--- src/rtl/jt51_mmr_fifo.sv ---
// JT51 register write queue: CPU {addr,data} pairs are buffered and drained to the
// register file over a valid/ready handshake with a cen-timed hold-off between commits.
// Optional sticky overflow flag: define JT51_MMR_FIFO_OVF_EN.
module jt51_mmr_fifo #(
    parameter int DEPTH   = 4,
    parameter int AW      = $clog2(DEPTH),
    parameter int WR_WAIT = 32
) (
    input  logic          clk,
    input  logic          rst,
    input  logic          cen,
    input  logic [7:0]    d_in,
    input  logic          a0,
    input  logic          write,
    output logic          busy,
    output logic          pending,
    output logic [AW:0]   level,
    output logic [7:0]    reg_addr,
    output logic [7:0]    reg_data,
    output logic          reg_we,
    input  logic          reg_ready,
    output logic          ovf,
    input  logic          ovf_clr
);

    localparam int            CW       = (WR_WAIT > 1) ? $clog2(WR_WAIT) : 1;
    localparam logic [AW:0]   FULL     = (AW+1)'(DEPTH);
    localparam logic [CW-1:0] CNT_INIT = (WR_WAIT > 0) ? CW'(WR_WAIT - 1) : '0;

    typedef enum logic [1:0] {S_IDLE, S_ISSUE, S_HOLD} state_t;

    state_t        r_state, w_state_nx;
    logic [7:0]    r_sel_addr;
    logic [15:0]   r_mem [DEPTH];
    logic [AW-1:0] r_wr_ptr, r_rd_ptr;
    logic [AW:0]   r_level;
    logic [CW-1:0] r_cnt, w_cnt_nx;
    logic [7:0]    r_reg_addr, r_reg_data;
    logic          w_full, w_push, w_pop, w_refuse, w_load;

    // Full is judged on the registered level, so a same-cycle pop never frees a slot for a push.
    assign w_full   = (r_level == FULL);
    assign w_push   = write & a0 & ~w_full;
    assign w_refuse = write & a0 & w_full;
    assign w_pop    = (r_state == S_ISSUE) & reg_ready;

    always_comb begin
        w_state_nx = r_state;
        w_cnt_nx   = r_cnt;
        w_load     = 1'b0;
        case (r_state)
            S_IDLE: begin
                if (r_level != '0) begin
                    w_load     = 1'b1;
                    w_state_nx = S_ISSUE;
                end
            end
            S_ISSUE: begin
                if (reg_ready) begin
                    if (WR_WAIT == 0) begin
                        w_state_nx = S_IDLE;
                    end else begin
                        w_state_nx = S_HOLD;
                        w_cnt_nx   = CNT_INIT;
                    end
                end
            end
            S_HOLD: begin
                if (cen) begin
                    if (r_cnt == '0) w_state_nx = S_IDLE;
                    else             w_cnt_nx   = r_cnt - CW'(1);
                end
            end
            default: w_state_nx = S_IDLE;
        endcase
    end

    always_ff @(posedge clk) begin
        if (rst) begin
            r_state <= S_IDLE;
            r_cnt   <= '0;
        end else begin
            r_state <= w_state_nx;
            r_cnt   <= w_cnt_nx;
        end
    end

    always_ff @(posedge clk) begin
        if (rst) begin
            r_sel_addr <= 8'h00;
            r_wr_ptr   <= '0;
            r_rd_ptr   <= '0;
            r_level    <= '0;
            r_reg_addr <= 8'h00;
            r_reg_data <= 8'h00;
        end else begin
            if (write & ~a0) r_sel_addr <= d_in;
            if (w_push) r_wr_ptr <= r_wr_ptr + AW'(1);
            if (w_pop)  r_rd_ptr <= r_rd_ptr + AW'(1);
            case ({w_push, w_pop})
                2'b10:   r_level <= r_level + (AW+1)'(1);
                2'b01:   r_level <= r_level - (AW+1)'(1);
                default: r_level <= r_level;
            endcase
            if (w_load) {r_reg_addr, r_reg_data} <= r_mem[r_rd_ptr];
        end
    end

    // Storage needs no reset; occupancy and pointers define what is valid.
    always_ff @(posedge clk) begin
        if (w_push) r_mem[r_wr_ptr] <= {r_sel_addr, d_in};
    end

`ifdef JT51_MMR_FIFO_OVF_EN
    logic r_ovf;
    always_ff @(posedge clk) begin
        if (rst)           r_ovf <= 1'b0;
        else if (w_refuse) r_ovf <= 1'b1;
        else if (ovf_clr)  r_ovf <= 1'b0;
    end
    assign ovf = r_ovf;
`else
    logic w_unused;
    assign w_unused = ovf_clr ^ w_refuse;
    assign ovf      = 1'b0;
`endif

    assign busy     = w_full;
    assign pending  = (r_level != '0) | (r_state != S_IDLE);
    assign level    = r_level;
    assign reg_addr = r_reg_addr;
    assign reg_data = r_reg_data;
    assign reg_we   = (r_state == S_ISSUE);

endmodule

--- config.mk ---
export PLATFORM = sky130hd
export DESIGN_NAME = jt51_mmr_fifo
export DESIGN_NICKNAME = d
export VERILOG_FILES = /design/src/rtl/jt51_mmr_fifo.sv
export SDC_FILE = /design/constraint.sdc
export NUM_CORES = 1
export LEC_CHECK = 0
export BUFFER_PORTS_ARGS = -buffer_cell sky130_fd_sc_hd__buf_2
export CORE_UTILIZATION = 45
export DETAILED_ROUTE_END_ITERATION = 10
export GPL_TIMING_DRIVEN = 1
export REMOVE_ABC_BUFFERS = 1
export SKIP_LAST_GASP = 1
export SLEW_MARGIN = 40
export SYNTH_ARGS = -nofsm -noshare
export SYNTH_HDL_FRONTEND = slang
export SYNTH_SLANG_ARGS = --single-unit
--- constraint.sdc ---
create_clock -name clk -period 3.1 [get_ports clk]
set_input_delay 0.62 -clock clk [delete_from_list [all_inputs] [get_ports clk]]
set_output_delay 0.62 -clock clk [all_outputs]
set_load 0.01 [all_outputs]
==> results_dict.tcl <==
set metrics [dict create \
    clkPwrFrac_pct 25.3 \
    drt_iter0_drc 94 \
    ff2ff_setup_slack_ns 0.70 \
    stdcell_count 389 \
    cts_made_buffers 9 \
    root_buffer "clkbuf_8" \
    h-tree-depth 3 \
    whs_path_depth 2 \
    p_comb_share_pct 19.7 \
    clock_sinks 102 \
    start_kind "register" \
    status "finished, final reports clean" \
    antennaDiodeCount 0 \
    tritoncts "done" \
    post_drt_wl_per_cell_um 17.4 \
    drtPass1Iterations 4 \
    placed_area_mm2 0.00423 \
    post_cts_buffers 0 \
    timing.final.crit_period_ns 2.40 \
    cap_violations 0 \
    drive_gt1_share_pct 27.1 \
    dp_hpwl_um 4090 \
    ys_types 44 \
    cts_repair_resize_count 0 \
    io_buffers 35 \
    worstPathRequired_ns 3.38 \
    maxSlewHeadroom_pct 60.7 \
    slew_viol_final 0 \
    syn_inst 237 \
    period_share_pct 77.3 \
    fin_ws_ns 0.705 \
    antenna_left 0 \
    switching_power_mw 0.876 \
    wl_um 6780 \
    finish.utilization_pct 52.9 \
    track_usage_pct 16.4 \
    setup_violations 0 \
    antenna_found_initial 0 \
    fin_worst_skew_ns 0.0125 \
    synth_top_cell_area_share_pct 48.6 \
    fmaxAchievable_mhz 418 \
    gp_congestion 0.667 \
    ys_ff_latch 102 \
    clkLatencyLatePin_ns 0.36 \
    worst_pin_slew_ns 0.590 \
    final_area_mm2 0.00441 \
    fin_nets 301 \
    worstSetupStartpoint "r_state[0]" \
    yosys_warnings 0 \
    reg2reg_to "level[2]" \
    yosysTopAreaCell "edfxtp_1" \
    drc 0 \
    area_growth_syn_to_layout_pct 11.5 \
    finalHoldViolCount 0 \
    ys_seq_area_share_pct 67.8 \
    tns_ns 0 \
    grt_overflow 0 \
    synthTopCellsByArea "edfxtp_1 (49%), dfxtp_1 (19%), mux4_1 (5.3%)" \
    ir_drop_mv 0.360 \
    rsz0062_at_grt "no" \
    synthesis.area_mm2 0.00396 \
    clockBufferDepth 2 \
    holdCritStartpoint "reg_ready" \
    grt_max_degree 25 \
    synth-edff-count 64 \
    pwr-share-seq_pct 55.0 \
    criticalPathCategory "register to register" \
    pin_count 38 \
    crit_fanout 11 \
    placed_cells_incl_taps 373 \
    fp.dieArea_mm2 0.00917 \
    core_mm2 0.00834 \
    clk_pin_slew_ns 0.10 \
    netSwitchingFraction_pct 28.9 \
    dpl_worst_slack_ns 0.540 \
    ys_async_sr_fraction_pct 0 \
    rr_startpoint "r_state[0]" \
    synth_flop_cell "edfxtp_1" \
    via_per_inst 5.26 \
    grt_pass1_vias 2036 \
    worstPathArrival_ns 2.67 \
    grt_pass1_wl_um 10800 \
    num_rows 33 \
    end_kind "register" \
    r2r_cells 7 \
    p_leak_nw 1.59 \
    min_to "r_state[0]" \
    die_w_um 95.8 \
    fp.dieH_um 95.8 \
    hp-class "input pin to register" \
    postCtsHoldBufs 0 \
    start_util_pct 47.4 \
    power.density_mw_per_mm2 687 \
    vias 2048 \
    syn_avg_cell_area_um2 16.7 \
    internal_power_mw 2.15 \
]
[synth_stat cells (2+ instances only)]
master    number
a21oi_1        4
dfxtp_1       38
xor2_1         3
nand2_1        4
mux4_1         8
mux2i_1        9
a211oi_2       2
edfxtp_1      64
nor3_2         2
buf_2          3
xnor2_1        2
buf_4          4
ha_1           6
and2_1         4
nor2_1        22
clkbuf_1       2
mux4_2         8
a22o_1        16
nor3_1         3
inv_1          8
nor2b_1        2
[power by group through the flow]
| stage | sequential [mW] | combinational [mW] | clock, mW |
|---|---|---|---|
| after floorplan | 1.73 | 0.361 | 0 |
| after global placement | 1.69 | 0.600 | 0 |
| after detailed placement | 1.70 | 0.608 | 0 |
| after CTS | 1.67 | 0.610 | 0.788 |
| after global routing | 1.69 | 0.669 | 0.830 |
| final | 1.67 | 0.598 | 0.767 |
[stage by stage]
stage	total power, mW	hold WS [ns]
after floorplan	2.09	0.459
after CTS	3.07	0.458
final	3.03	0.478
after global routing	3.19	0.472
after detailed placement	2.31	0.461
after global placement	2.29	0.456
[critical path: stages (launching register included)]
cell	delay, ns
dfxtp_1	0.50
and3b_1	0.49
ha_1	0.27
inv_1	0.06
fa_1	0.38
xor2_1	0.17
or3_1	0.30
a21oi_1	0.15
[how the worst max path moves through the flow]
stage	end	cells after the start
2_1_floorplan	level[2]	9
3_3_place_gp	level[2]	8
3_5_place_dp	level[2]	8
4_1_cts	level[2]	7
5_1_grt	level[2]	9
6_report	level[2]	7
[cells in the final DEF, fill, tap and decap left out, types with 6 or more instances in the layout]
cell type and count:
edfxtp_1 64, dfxtp_1 37, buf_2 35, nor2_1 22
a22o_1 16, mux2i_1 9, clkbuf_8 9, inv_1 8
mux4_1 8, mux4_2 8, buf_4 7, ha_1 6
[per-layer routing]
metal / GRT usage, % / vias to the layer above / wire length [µm]
met4: 4.85 / 0 / 64
met1: 21.6 / 991 / 3100
met2: 27.2 / 62 / 3370
li1: - / 990 / -
met3: 3.95 / 5 / 240
met5: 0 / - / 0
[cells by family (layout without fill, tap and decap cells)]
| logic type | count (synthesis) | after routing | share of synthesized area (%) |
|---|---|---|---|
| other | 1 | 1 | 0.0948 |
| AOI/OAI and AO/OA | 29 | 29 | 5.95 |
| xor gates and xnor gates | 5 | 5 | 1.11 |
| buffers and inverters | 19 | 66 | 2.88 |
| and+or+nand+nor | 49 | 49 | 7.59 |
| DFF | 102 | 102 | 67.8 |
| adders and majority gates | 7 | 7 | 2.40 |
| muxes | 25 | 25 | 12.1 |
[flip-flops by register name, indices dropped and copies added, names as in the netlist]
| name | flops |
|---|---|
| r_mem | 64 |
| r_sel_addr | 8 |
| reg_addr | 8 |
| reg_data | 8 |
| r_cnt | 5 |
| level | 3 |
| r_rd_ptr | 2 |
| r_state | 2 |
| r_wr_ptr | 2 |
[final cells by class]
| cell class | instances | area (µm²) |
|---|---|---|
| Multi-Input combinational cell | 116 | 1160 |
| Sequential cell | 102 | 2680 |
| Clock buffer | 9 | 124 |
| Clock inverter | 7 | 55.1 |
| Tap cell | 105 | 131 |
| Inverter | 8 | 30.0 |
| Fill cell | 712 | 3930 |
| Timing Repair Buffer | 42 | 228 |
Power figures use the tool's default switching activity.
